==> config.mk <==
export PLATFORM = sky130hd
export DESIGN_NAME = bic_param
export DESIGN_NICKNAME = d
export VERILOG_FILES = /design/src/rtl/bic_param.sv
export SDC_FILE = /design/constraint.sdc
export NUM_CORES = 1
export LEC_CHECK = 0
export CORE_AREA = 4 4 41 43
export DETAILED_ROUTE_END_ITERATION = 8
export DIE_AREA = 0 0 45 47
export HOLD_SLACK_MARGIN = 0.06
export PLACE_DENSITY = 0.73
export SYNTH_ARGS = -nofsm -noshare
export SYNTH_HDL_FRONTEND = slang
export SYNTH_SLANG_ARGS = --single-unit
export TNS_END_PERCENT = 100
==> constraint.sdc <==
create_clock -name clk -period 1.5 [get_ports clk]
set_input_delay 0.225 -clock clk [delete_from_list [all_inputs] [get_ports clk]]
set_output_delay 0.225 -clock clk [all_outputs]
set_load 0.01 [all_outputs]
==> src/rtl/bic_param.sv <==
// Bit index counter for the UART receive path: counts bit boundaries across
// a parametrised frame and reports frame completion or abort.
module bic_param #(
  parameter int unsigned DATA_BITS = 8,
  parameter int unsigned PARITY_EN = 0,
  parameter int unsigned STOP_BITS = 1,
  parameter int unsigned SAMPLE_W  = 4,
  parameter int unsigned IDX_W     = 4
) (
  input  logic                clk,
  input  logic                rst,
  input  logic                enable,
  input  logic [SAMPLE_W-1:0] sample,
  input  logic                flag,
  output logic [IDX_W-1:0]    bit_idx,
  output logic                bit_strobe,
  output logic                char_rs,
  output logic                busy,
  output logic                abort_err
);

  localparam int unsigned FRAME = 1 + DATA_BITS + PARITY_EN + STOP_BITS;
  localparam logic [IDX_W-1:0] FRAME_IDX = IDX_W'(FRAME);

  if ((2 ** IDX_W) <= FRAME) begin : g_idx_w_check
    $error("bic_param: IDX_W too small to hold FRAME");
  end
  if (DATA_BITS < 5 || DATA_BITS > 9) begin : g_data_check
    $error("bic_param: DATA_BITS must be 5..9");
  end
  if (STOP_BITS < 1 || STOP_BITS > 2) begin : g_stop_check
    $error("bic_param: STOP_BITS must be 1..2");
  end
  if (PARITY_EN > 1) begin : g_parity_check
    $error("bic_param: PARITY_EN must be 0 or 1");
  end

  typedef enum logic [1:0] {
    IDLE  = 2'b00,
    COUNT = 2'b01,
    DONE  = 2'b10
  } state_t;

  state_t           state, state_next;
  logic [IDX_W-1:0] count, count_next, count_inc;
  logic             strobe_next, char_next, abort_next;
  logic             tick;

  assign tick      = enable & (sample == '1);
  assign count_inc = count + 1'b1;
  assign bit_idx   = count;
  assign busy      = (state == COUNT) || (state == DONE);

  always_ff @(posedge clk) begin
    if (rst) begin
      state      <= IDLE;
      count      <= '0;
      bit_strobe <= 1'b0;
      char_rs    <= 1'b0;
      abort_err  <= 1'b0;
    end else begin
      state      <= state_next;
      count      <= count_next;
      bit_strobe <= strobe_next;
      char_rs    <= char_next;
      abort_err  <= abort_next;
    end
  end

  // flag outranks everything, so it is decoded ahead of the state case.
  always_comb begin
    state_next  = state;
    count_next  = count;
    strobe_next = 1'b0;
    char_next   = 1'b0;
    abort_next  = 1'b0;
    if (flag) begin
      state_next = IDLE;
      count_next = '0;
      abort_next = (state == COUNT) || (state == DONE);
    end else begin
      case (state)
        IDLE: begin
          count_next = '0;
          if (tick) begin
            count_next  = {{(IDX_W-1){1'b0}}, 1'b1};
            strobe_next = 1'b1;
            state_next  = COUNT;
          end
        end
        COUNT: begin
          if (count > FRAME_IDX) begin
            count_next = '0;
            state_next = IDLE;
          end else if (tick) begin
            count_next  = count_inc;
            strobe_next = 1'b1;
            if (count_inc == FRAME_IDX) state_next = DONE;
          end
        end
        DONE: begin
          count_next = '0;
          char_next  = 1'b1;
          state_next = IDLE;
        end
        default: begin
          count_next = '0;
          state_next = IDLE;
        end
      endcase
    end
  end

endmodule

==> results.py, run 1 <==
metrics = {
    "outcome": {
        "status": "finished, final reports clean",
    },
    "clock_tree": {
        "clk_pin_slew_ns": 0.07,
        "hold_buffers": 0,
        "cts_tree": "yes",
        "htree_num_levels": 1,
        "clockRootBuffer": "clkbuf_4",
        "cts_setup_buffers": 0,
        "clock_sinks": 9,
        "cts_buffers": 3,
        "clk_path_buf_depth": 2,
        "clock_latency_ns": 0.27,
    },
    "placed_design": {
        "routabilityCongestion": 0.7319,
        "port_buffers": 15,
        "dp.cells": 94,
        "placed_area_um2": 782.0,
        "dp_hpwl_mm": 1.034,
    },
    "drt": {
        "remaining_drc_errors": 0,
        "viasPerCell": 5.143,
        "avgRoutedWirePerCell_um": 13.49,
        "firstDrtPassIters": 4,
        "drt_iter0_markers": 6,
        "ant_nets": 0,
        "vias": 504,
        "wirelength_mm": 1.322,
    },
    "sta": {
        "drv_slew": 0,
        "clock_skew_ns": 0.004124,
        "fin_crit_ns": 1.450,
        "final_hold_viol_count": 0,
        "worst_slew_pin_slew_ns": 0.3506,
        "setup_viol_count_final": 0,
        "period_share_pct": 96.68,
        "rsz0062_at_grt": "yes",
        "max_freq_ghz": 0.6895,
        "hold_slack_ns": 0.4757,
        "slew_headroom_pct": 76.54,
    },
    "worst_setup_path": {
        "end_kind": "output pin",
        "crit_family": "buffers and inverters",
        "regToRegSetupSlack_ns": 0.09,
        "cp_slowest_cell": "clkdlybuf4s50_1",
        "critPathBufInv": 1,
        "arrival_ns": 1.23,
        "critPathKind": "register to output pin",
        "start_kind": "register",
        "crit-reg2reg-capture": "state[0]$_SDFFE_PP0P_",
        "cp_cell_sequence": "clkdlybuf4s50_1",
        "path_max_fanout": 6,
        "critPathMaxStageDelay_ns": 0.56,
        "cp_data_required_time_ns": 1.27,
        "reg2reg_depth": 5,
        "r2r-start": "bit_idx[1]$_SDFFE_PP0P_",
    },
    "synthesis": {
        "netlist.area_leader.share_pct": 31.72,
        "ys_ff_latch": 9,
        "yosysWarnings": 0,
        "seq_area_frac_synth_pct": 31.72,
        "synthesis.nets": 73,
        "synthCells": 58,
        "syn_avg_cell_area_um2": 9.794,
        "synth_area_leader_cell": "dfxtp_1",
        "synth_area_leaders": "dfxtp_1 32%, ha_1 15%, xnor2_1 4.6%",
        "synthesis.area_um2": 568.0,
        "ys_types": 28,
    },
    "final_layout": {
        "final_cell_mix": "12 x clkdlybuf4s50_1, 6 x buf_4, 5 x nand2_1, 5 x ha_1, 5 x dfxtp_2",
        "final_area_um2": 847.1,
        "num_antenna_cells": 0,
        "utilization_pct": 65.10,
        "nets": 99,
        "layout_commonest_cell": "clkdlybuf4s50_1",
        "syn_to_final_growth_pct": 49.12,
        "fin_cells": 98,
        "nFillCells": 118,
        "drive_gt1_share_pct": 34.94,
    },
    "floorplanning": {
        "die_h_um": 47,
        "io_pins": 16,
        "dieWidth_um": 45,
        "num_rows": 13,
        "coreArea_um2": 1301,
        "initial_utilization_pct": 43.65,
        "die-area_um2": 2115,
    },
    "flow_run": {
        "cap_violations": 0,
    },
    "global_routing": {
        "track_usage_pct": 15.56,
        "top_usage_layer": "met2",
        "grt_pass1_wl_mm": 2.208,
        "use_met1_pct": 18.66,
        "use_met3_pct": 5.364,
        "grt-ovfl-total": 0,
        "antenna_found_initial": 0,
        "grt_max_degree": 7,
        "use_met2_pct": 22.60,
        "grt_pass1_vias": 497,
    },
    "power_and_ir_drop": {
        "finalPower_w": 0.0004839,
        "vdd_drop_max_v": 0.0003190,
        "p_leak_nw": 0.3118,
        "power_per_cell_area_nw_per_um2": 571.2,
    },
    "hold_path": {
        "worstHoldStart": "state[0]$_SDFFE_PP0P_",
        "hold_depth": 2,
        "min_delay_worst_endpoint": "state[0]$_SDFFE_PP0P_",
        "hp-class": "register to register",
    },
}
final cells by class:
| class | instances | area, um2 | area share [%] |
|---|---|---|---|
| sequential | 9 | 186.4 | 22.01 |
| inverter | 4 | 15.01 | 1.773 |
| clock buffer | 4 | 26.28 | 3.102 |
| multi-input combinational | 45 | 407.9 | 48.15 |
| tap | 15 | 18.77 | 2.216 |
| timing repair buffer | 21 | 192.7 | 22.75 |
state kept, by name, indices dropped and copies added, names as in the netlist:
| signal | count |
|---|---|
| bit_strobe | 1 |
| char_rs | 1 |
| state | 2 |
| bit_idx | 4 |
| abort_err | 1 |
worst max-delay path by stage:
stage / from / to / slack (ns) / cells after the start
after floorplan: bit_idx[0]$_SDFFE_PP0P_ / state[1]$_SDFFE_PP0P_ / 0.04 / 7
after global placement: sample[2] / state[1]$_SDFFE_PP0P_ / -0.08 / 6
after detailed placement: enable / state[1]$_SDFFE_PP0P_ / -0.14 / 6
after CTS: state[0]$_SDFFE_PP0P_ / busy / 0.005 / 3
after global routing: bit_idx[1]$_SDFFE_PP0P_ / state[1]$_SDFFE_PP0P_ / -0.0008 / 6
final: bit_idx[2]$_SDFFE_PP0P_ / bit_idx[2] / 0.05 / 1
per-layer routing:
layer | vias to the layer above | share of wire (%)
li1 | 253 | -
met1 | 235 | 44
met2 | 11 | 46
met3 | 5 | 6.1
met4 | 0 | 3.0
met5 | - | 0
per-stage QoR:
step	setup slack, ns	TNS, ns
final	0.04976	0
after global routing	-0.0008467	-0.0008467
after CTS	0.004783	0
after detailed placement	-0.1418	-0.2510
after global placement	-0.08276	-0.1557
after floorplan	0.04338	0
Yosys cell counts, drive strengths merged:
| cell | number |
|---|---|
| inv | 4 |
| o311ai | 1 |
| dfxtp | 9 |
| nor2 | 5 |
| o21ai | 2 |
| nor4b | 1 |
| ha | 7 |
| a22oi | 1 |
| and4 | 1 |
| nor2b | 1 |
| xnor2 | 3 |
| nor3 | 3 |
| nand2 | 6 |
| o41ai | 1 |
| xor2 | 1 |
| nand3 | 1 |
| a2111oi | 1 |
| nand4b | 1 |
| and3b | 1 |
| and2 | 2 |
| or2 | 1 |
| a21boi | 1 |
| and3 | 1 |
| o211a | 1 |
| o21a | 2 |
logic make-up after synthesis:
family,count (synthesis),share of synthesized area (%)
simple gates,24,28.85
buf+inv,4,2.642
fa+ha+maj,7,15.42
xor+xnor,4,6.169
compound gates,10,15.20
flops,9,31.72
power by group:
| part | total (W) | switching, W | internal, W | leakage, nW |
|---|---|---|---|---|
| clock | 0.000199 | 0.0000959 | 0.000103 | 0.0150 |
| sequential | 0.000240 | 0.000000524 | 0.000240 | 0.0751 |
| combinational | 0.0000447 | 0.0000194 | 0.0000253 | 0.222 |
repair_timing:
| action | in CTS | in global routing |
|---|---|---|
| gates resized for setup | 6 | 11 |
| pin swaps | 0 | 5 |
| endpoints found under the setup margin | 5 | 4 |
Note: power is estimated with default switching activity, not from simulation.
==> run 2, diff against run 1 <==
--- a/config.mk
+++ b/config.mk
@@ -5,11 +5,13 @@
 export SDC_FILE = /design/constraint.sdc
 export NUM_CORES = 1
 export LEC_CHECK = 0
+export ABC_AREA = 1
+export ABC_CLOCK_PERIOD_IN_PS = 1500
 export CORE_AREA = 4 4 41 43
 export DETAILED_ROUTE_END_ITERATION = 8
 export DIE_AREA = 0 0 45 47
 export HOLD_SLACK_MARGIN = 0.06
-export PLACE_DENSITY = 0.73
+export PLACE_DENSITY = 0.72
 export SYNTH_ARGS = -nofsm -noshare
 export SYNTH_HDL_FRONTEND = slang
 export SYNTH_SLANG_ARGS = --single-unit
==> results.py, run 2 <==
metrics = {
    "synthesis": {
        "async_reset_ff_share_pct": 0,
        "muxShareOfSynthArea_pct": 0,
        "ys_ff_latch": 9,
        "yosysWarnings": 0,
        "synthesis.nets": 91,
        "ys_types": 17,
        "synthesis.area_um2": 556.8,
        "synth.most_common_cell": "nand2_1",
        "synth_xor_area_share_pct": 0,
        "synth_area_leaders": "dfxtp_1 32%, ha_1 16%, nand2_1 9.4%",
        "synthTopCellsByCount": "14 x nand2_1, 12 x inv_1, 9 x dfxtp_1, 8 x nand2_2, 8 x nor2_1",
        "synth_top_family_by_area": "simple AND/OR/NAND/NOR gates",
        "synth-compound-area-share_pct": 10.79,
        "synth-simple-area-share_pct": 31.69,
        "seq_area_frac_synth_pct": 32.36,
        "synth_area_leader_cell": "dfxtp_1",
        "netlist.area_leader.share_pct": 32.36,
        "syn_avg_cell_area_um2": 7.326,
        "synthCells": 76,
        "synth-edff-count": 0,
        "synth_ff_type": "dfxtp_1",
        "synth_fa_ha_area_share_pct": 15.73,
    },
    "global_routing": {
        "antenna_found_initial": 0,
        "track_usage_pct": 12.22,
        "grt_pass1_vias": 476,
        "grt_pass1_wl_mm": 1.828,
        "grt_max_degree": 8,
        "grt-ovfl-total": 0,
    },
    "sta": {
        "finalSetupTns_ns": 0,
        "setup_viol_count_final": 0,
        "slew_headroom_pct": 89.01,
        "final_hold_viol_count": 0,
        "drv_slew": 0,
        "hold_slack_ns": 0.5078,
        "worst_slew_pin_slew_ns": 0.1639,
        "clock_skew_ns": 0.001039,
        "fin_crit_ns": 1.414,
        "period_share_pct": 94.26,
        "max_freq_ghz": 0.7073,
    },
    "hold_path": {
        "hp-class": "register to register",
        "worstHoldStart": "bit_idx[3]$_SDFFE_PP0P_",
        "min_delay_worst_endpoint": "bit_idx[3]$_SDFFE_PP0P_",
        "hold_depth": 2,
    },
    "worst_setup_path": {
        "path_max_fanout": 6,
        "cp_cell_sequence": "clkdlybuf4s50_1",
        "crit-reg2reg-capture": "state[0]$_SDFFE_PP0P_",
        "cp_data_required_time_ns": 1.27,
        "end_kind": "output pin",
        "cp_slowest_cell": "clkdlybuf4s50_1",
        "start_kind": "register",
        "r2r-start": "bit_idx[0]$_SDFFE_PP0P_",
        "arrival_ns": 1.19,
        "regToRegSetupSlack_ns": 0.14,
        "critPathKind": "register to output pin",
        "crit_family": "buffers and inverters",
        "critPathMaxStageDelay_ns": 0.55,
        "reg2reg_depth": 10,
        "critPathBufInv": 1,
    },
    "floorplanning": {
        "initial_utilization_pct": 42.79,
        "die_h_um": 47,
        "coreArea_um2": 1301,
        "die-area_um2": 2115,
        "num_rows": 13,
        "dieWidth_um": 45,
        "io_pins": 16,
    },
    "clock_tree": {
        "clock_sinks": 9,
        "cts_setup_buffers": 0,
        "clk_path_buf_depth": 2,
        "cts_tree": "yes",
        "clk_pin_slew_ns": 0.06,
        "clock_latency_ns": 0.26,
        "cts_buffers": 3,
        "clockRootBuffer": "clkbuf_4",
        "cts_resized": 5,
        "htree_num_levels": 1,
        "hold_buffers": 0,
    },
    "power_and_ir_drop": {
        "power_per_cell_area_nw_per_um2": 606.9,
        "p_leak_nw": 0.3295,
        "vdd_drop_max_v": 0.0006498,
    },
    "final_layout": {
        "largest_reg_flops": 4,
        "drive_gt1_share_pct": 26.73,
        "nFillCells": 130,
        "layout_commonest_cell": "nand2_1",
        "multiInputGateArea_um2": 324.1,
        "nets": 117,
        "num_antenna_cells": 0,
        "syn_to_final_growth_pct": 44.04,
        "final_cell_mix": "14 x nand2_1, 12 x inv_1, 12 x clkdlybuf4s50_1",
        "seq_area_um2": 187.7,
    },
    "outcome": {
        "status": "finished, final reports clean",
    },
    "drt": {
        "remaining_drc_errors": 0,
        "avgRoutedWirePerCell_um": 9.569,
        "drt_iter0_markers": 4,
        "firstDrtPassIters": 4,
        "vias": 544,
        "wirelength_mm": 1.110,
        "ant_nets": 0,
        "viasPerCell": 4.690,
    },
    "placed_design": {
        "port_buffers": 15,
        "routabilityCongestion": 0.7239,
        "dp_hpwl_um": 899.3,
    },
    "flow_run": {
        "cap_violations": 0,
    },
}
==> run 2: changes by cell type after synthesis, sizes merged, moves of 5 or more <==
| cell | before | now |
|---|---|---|
| inv | 4 | 14 |
| nand2 | 6 | 22 |
| a21oi | 0 | 5 |
| nor2 | 5 | 10 |
==> run 2: final cells by class <==
| class | instances | share of cell area (%) |
|---|---|---|
| Sequential cell | 9 | 23.40 |
| Inverter | 14 | 6.552 |
| Tap cell | 15 | 2.340 |
| Multi-Input combinational cell | 53 | 40.41 |
| Clock buffer | 4 | 3.276 |
| Timing Repair Buffer | 21 | 24.02 |
==> run 2: tightest hold or removal path, cell delays in order, from the launching register on <==
cell and delay, ns:
dfxtp_2 0.34, inv_1 0.07, a211oi_1 0.06
==> run 2: kinds of logic after synthesis <==
kind of cell             Yosys count
flip-flops                         9
adder cells (fa/ha/maj)            7
buffers and inverters             14
AND/OR/NAND/NOR                   37
AO/OA/AOI/OAI                      9
==> run 2: metrics by stage <==
stage	setup slack, ns	power, W	util, %	instances	cell area (um2)
after global routing	-0.02308	0.0005228	61.63	116	802.0
final	0.08609	0.0004868	61.63	116	802.0
after detailed placement	0.05313	0.0003090	59.23	112	770.7
after CTS	0.0003811	0.0004922	61.25	116	797.0
after floorplan	0.1202	0.0002758	-	76	556.8
after global placement	0.06826	0.0003081	59.23	112	770.7
==> run 2: how the worst max path moves through the flow <==
stage | start | end | slack, ns | depth (start not counted)
after global routing | bit_idx[0]$_SDFFE_PP0P_ | state[0]$_SDFFE_PP0P_ | -0.02 | 10
after CTS | bit_idx[2]$_SDFFE_PP0P_ | bit_idx[2] | 0.0004 | 1
after global placement | state[0]$_SDFFE_PP0P_ | busy | 0.07 | 3
after detailed placement | state[0]$_SDFFE_PP0P_ | busy | 0.05 | 3
after floorplan | bit_idx[0]$_SDFFE_PP0P_ | state[0]$_SDFFE_PP0P_ | 0.12 | 12
final | bit_idx[2]$_SDFFE_PP0P_ | bit_idx[2] | 0.09 | 1
==> run 2: per-layer routing <==
layer	up-vias	wire, um	global-route usage, %
met1	246	483	15.44
met4	0	8	1.754
met2	12	546	18.64
met3	2	72	6.897
li1	284	-	-
met5	-	0	0
==> run 2: power breakdown <==
group | switching, W | internal, W | leakage [nW]
Sequential | 0.00000127 | 0.000240 | 0.0749
Combinational | 0.0000258 | 0.0000342 | 0.240
Clock | 0.0000832 | 0.000102 | 0.0150
Total | 0.000110 | 0.000376 | 0.330
==> run 3, diff against run 2 <==
--- a/config.mk
+++ b/config.mk
@@ -12,6 +12,7 @@
 export DIE_AREA = 0 0 45 47
 export HOLD_SLACK_MARGIN = 0.06
 export PLACE_DENSITY = 0.72
+export SKIP_CTS_REPAIR_TIMING = 1
 export SYNTH_ARGS = -nofsm -noshare
 export SYNTH_HDL_FRONTEND = slang
 export SYNTH_SLANG_ARGS = --single-unit
==> results.py, run 3 (synthesis gave the netlist of run 2 again) <==
metrics = {
    "outcome": {
        "status": "finished, final reports clean",
    },
    "placed_design": {
        "place_ws_ns": 0.05313,
        "routabilityCongestion": 0.7239,
        "port_buffers": 15,
        "dp_hpwl_um": 899.3,
    },
    "clock_tree": {
        "htree_num_levels": 1,
        "cts_tree": "yes",
        "clock_latency_ns": 0.26,
        "clk_pin_slew_ns": 0.06,
        "clockRootBuffer": "clkbuf_4",
        "cts_buffers": 3,
        "clk_path_buf_depth": 2,
        "clock_sinks": 9,
    },
    "flow_run": {
        "cap_violations": 0,
    },
    "worst_setup_path": {
        "crit-reg2reg-capture": "state[0]$_SDFFE_PP0P_",
        "critPathMaxStageDelay_ns": 0.55,
        "path_max_fanout": 6,
        "cp_data_required_time_ns": 1.27,
        "start_kind": "register",
        "crit_family": "buffers and inverters",
        "cp_cell_sequence": "clkdlybuf4s50_1",
        "r2r-start": "bit_idx[0]$_SDFFE_PP0P_",
        "regToRegSetupSlack_ns": 0.18,
        "critPathBufInv": 1,
        "cp_slowest_cell": "clkdlybuf4s50_1",
        "arrival_ns": 1.19,
        "critPathKind": "register to output pin",
        "end_kind": "output pin",
        "reg2reg_depth": 10,
    },
    "final_layout": {
        "syn_to_final_growth_pct": 45.62,
        "drive_gt1_share_pct": 25.74,
        "num_antenna_cells": 0,
        "final_cell_mix": "14 x nand2_1, 12 x inv_1, 12 x clkdlybuf4s50_1",
        "layout_commonest_cell": "nand2_1",
        "largest_reg_flops": 4,
        "nets": 117,
    },
    "drt": {
        "viasPerCell": 4.672,
        "wirelength_mm": 1.063,
        "drt_iter0_markers": 4,
        "ant_nets": 0,
        "firstDrtPassIters": 4,
        "vias": 542,
        "avgRoutedWirePerCell_um": 9.164,
        "remaining_drc_errors": 0,
    },
    "floorplanning": {
        "die-area_um2": 2115,
        "die_h_um": 47,
        "dieWidth_um": 45,
        "initial_utilization_pct": 42.79,
        "num_rows": 13,
        "io_pins": 16,
        "coreArea_um2": 1301,
    },
    "sta": {
        "fin_crit_ns": 1.412,
        "worst_slack_ns": 0.08758,
        "period_share_pct": 94.16,
        "final_hold_viol_count": 0,
        "rsz0062_at_grt": "no",
        "drv_slew": 0,
        "slew_headroom_pct": 89.01,
        "max_freq_ghz": 0.7080,
        "worst_slew_pin_slew_ns": 0.1639,
        "setup_viol_count_final": 0,
        "clock_skew_ns": 0.001031,
        "hold_slack_ns": 0.5078,
    },
    "power_and_ir_drop": {
        "power_per_cell_area_nw_per_um2": 598.2,
        "vdd_drop_max_v": 0.0006465,
        "p_leak_nw": 0.3736,
    },
    "hold_path": {
        "min_delay_worst_endpoint": "bit_idx[3]$_SDFFE_PP0P_",
        "worstHoldStart": "bit_idx[3]$_SDFFE_PP0P_",
        "hold_depth": 2,
        "hp-class": "register to register",
    },
    "global_routing": {
        "grt_pass1_vias": 476,
        "grt_pass1_wl_mm": 1.828,
        "track_usage_pct": 12.22,
        "grt_max_degree": 8,
        "antenna_found_initial": 0,
        "grt-ovfl-total": 0,
    },
}
[run 3: changes by cell type in the layout (fill, tap and decap cells not counted)]
cell             previous run  this run
dlygate4sd2_1               2         0
dfxtp_2                     3         2
dfxtp_1                     5         6
dlymetal6s2s_1              0         3
clkdlybuf4s15_1             1         0
[run 3: where the power goes]
part | internal, W | switching (W) | leakage [nW]
combinational | 0.0000345 | 0.0000252 | 0.284
sequential | 0.000240 | 0.00000120 | 0.0744
clock | 0.000102 | 0.0000820 | 0.0150
[run 3: how the worst max path moves through the flow]
stage | cells after the start | startpoint | endpoint
detailed placement | 3 | state[0]$_SDFFE_PP0P_ | busy
floorplan | 12 | bit_idx[0]$_SDFFE_PP0P_ | state[0]$_SDFFE_PP0P_
global placement | 3 | state[0]$_SDFFE_PP0P_ | busy
CTS | 3 | state[0]$_SDFFE_PP0P_ | busy
global route | 11 | bit_idx[0]$_SDFFE_PP0P_ | state[0]$_SDFFE_PP0P_
finish | 1 | bit_idx[2]$_SDFFE_PP0P_ | bit_idx[2]
[run 3: layout make-up]
cell class              count  area, um2
fillers                   126      490.5
multi-input cells          53      324.1
repair buffers             21      202.7
flip-flops and latches      9      186.4
inverters                  14      52.55
clock buffers               4      26.28
well taps                  15      18.77
[run 3: stage by stage]
| step | TNS (ns) | cells | util, % | power [W] | cell area (um2) |
|---|---|---|---|---|---|
| floorplan | 0 | 76 | - | 0.0002758 | 556.8 |
| global placement | 0 | 112 | 59.23 | 0.0003081 | 770.7 |
| detailed placement | 0 | 112 | 59.23 | 0.0003090 | 770.7 |
| CTS | -0.3435 | 116 | 61.25 | 0.0004953 | 797.0 |
| global route | 0 | 116 | 62.31 | 0.0005221 | 810.8 |
| finish | 0 | 116 | 62.31 | 0.0004850 | 810.8 |
[run 3: per-layer routing]
metal / track usage [%] / share of wire, % / vias to the layer above
met1: 15.44 / 46 / 244
met4: 1.754 / 0.75 / 0
li1: - / - / 284
met2: 18.64 / 47 / 12
met5: 0 / 0 / -
met3: 6.897 / 6.8 / 2
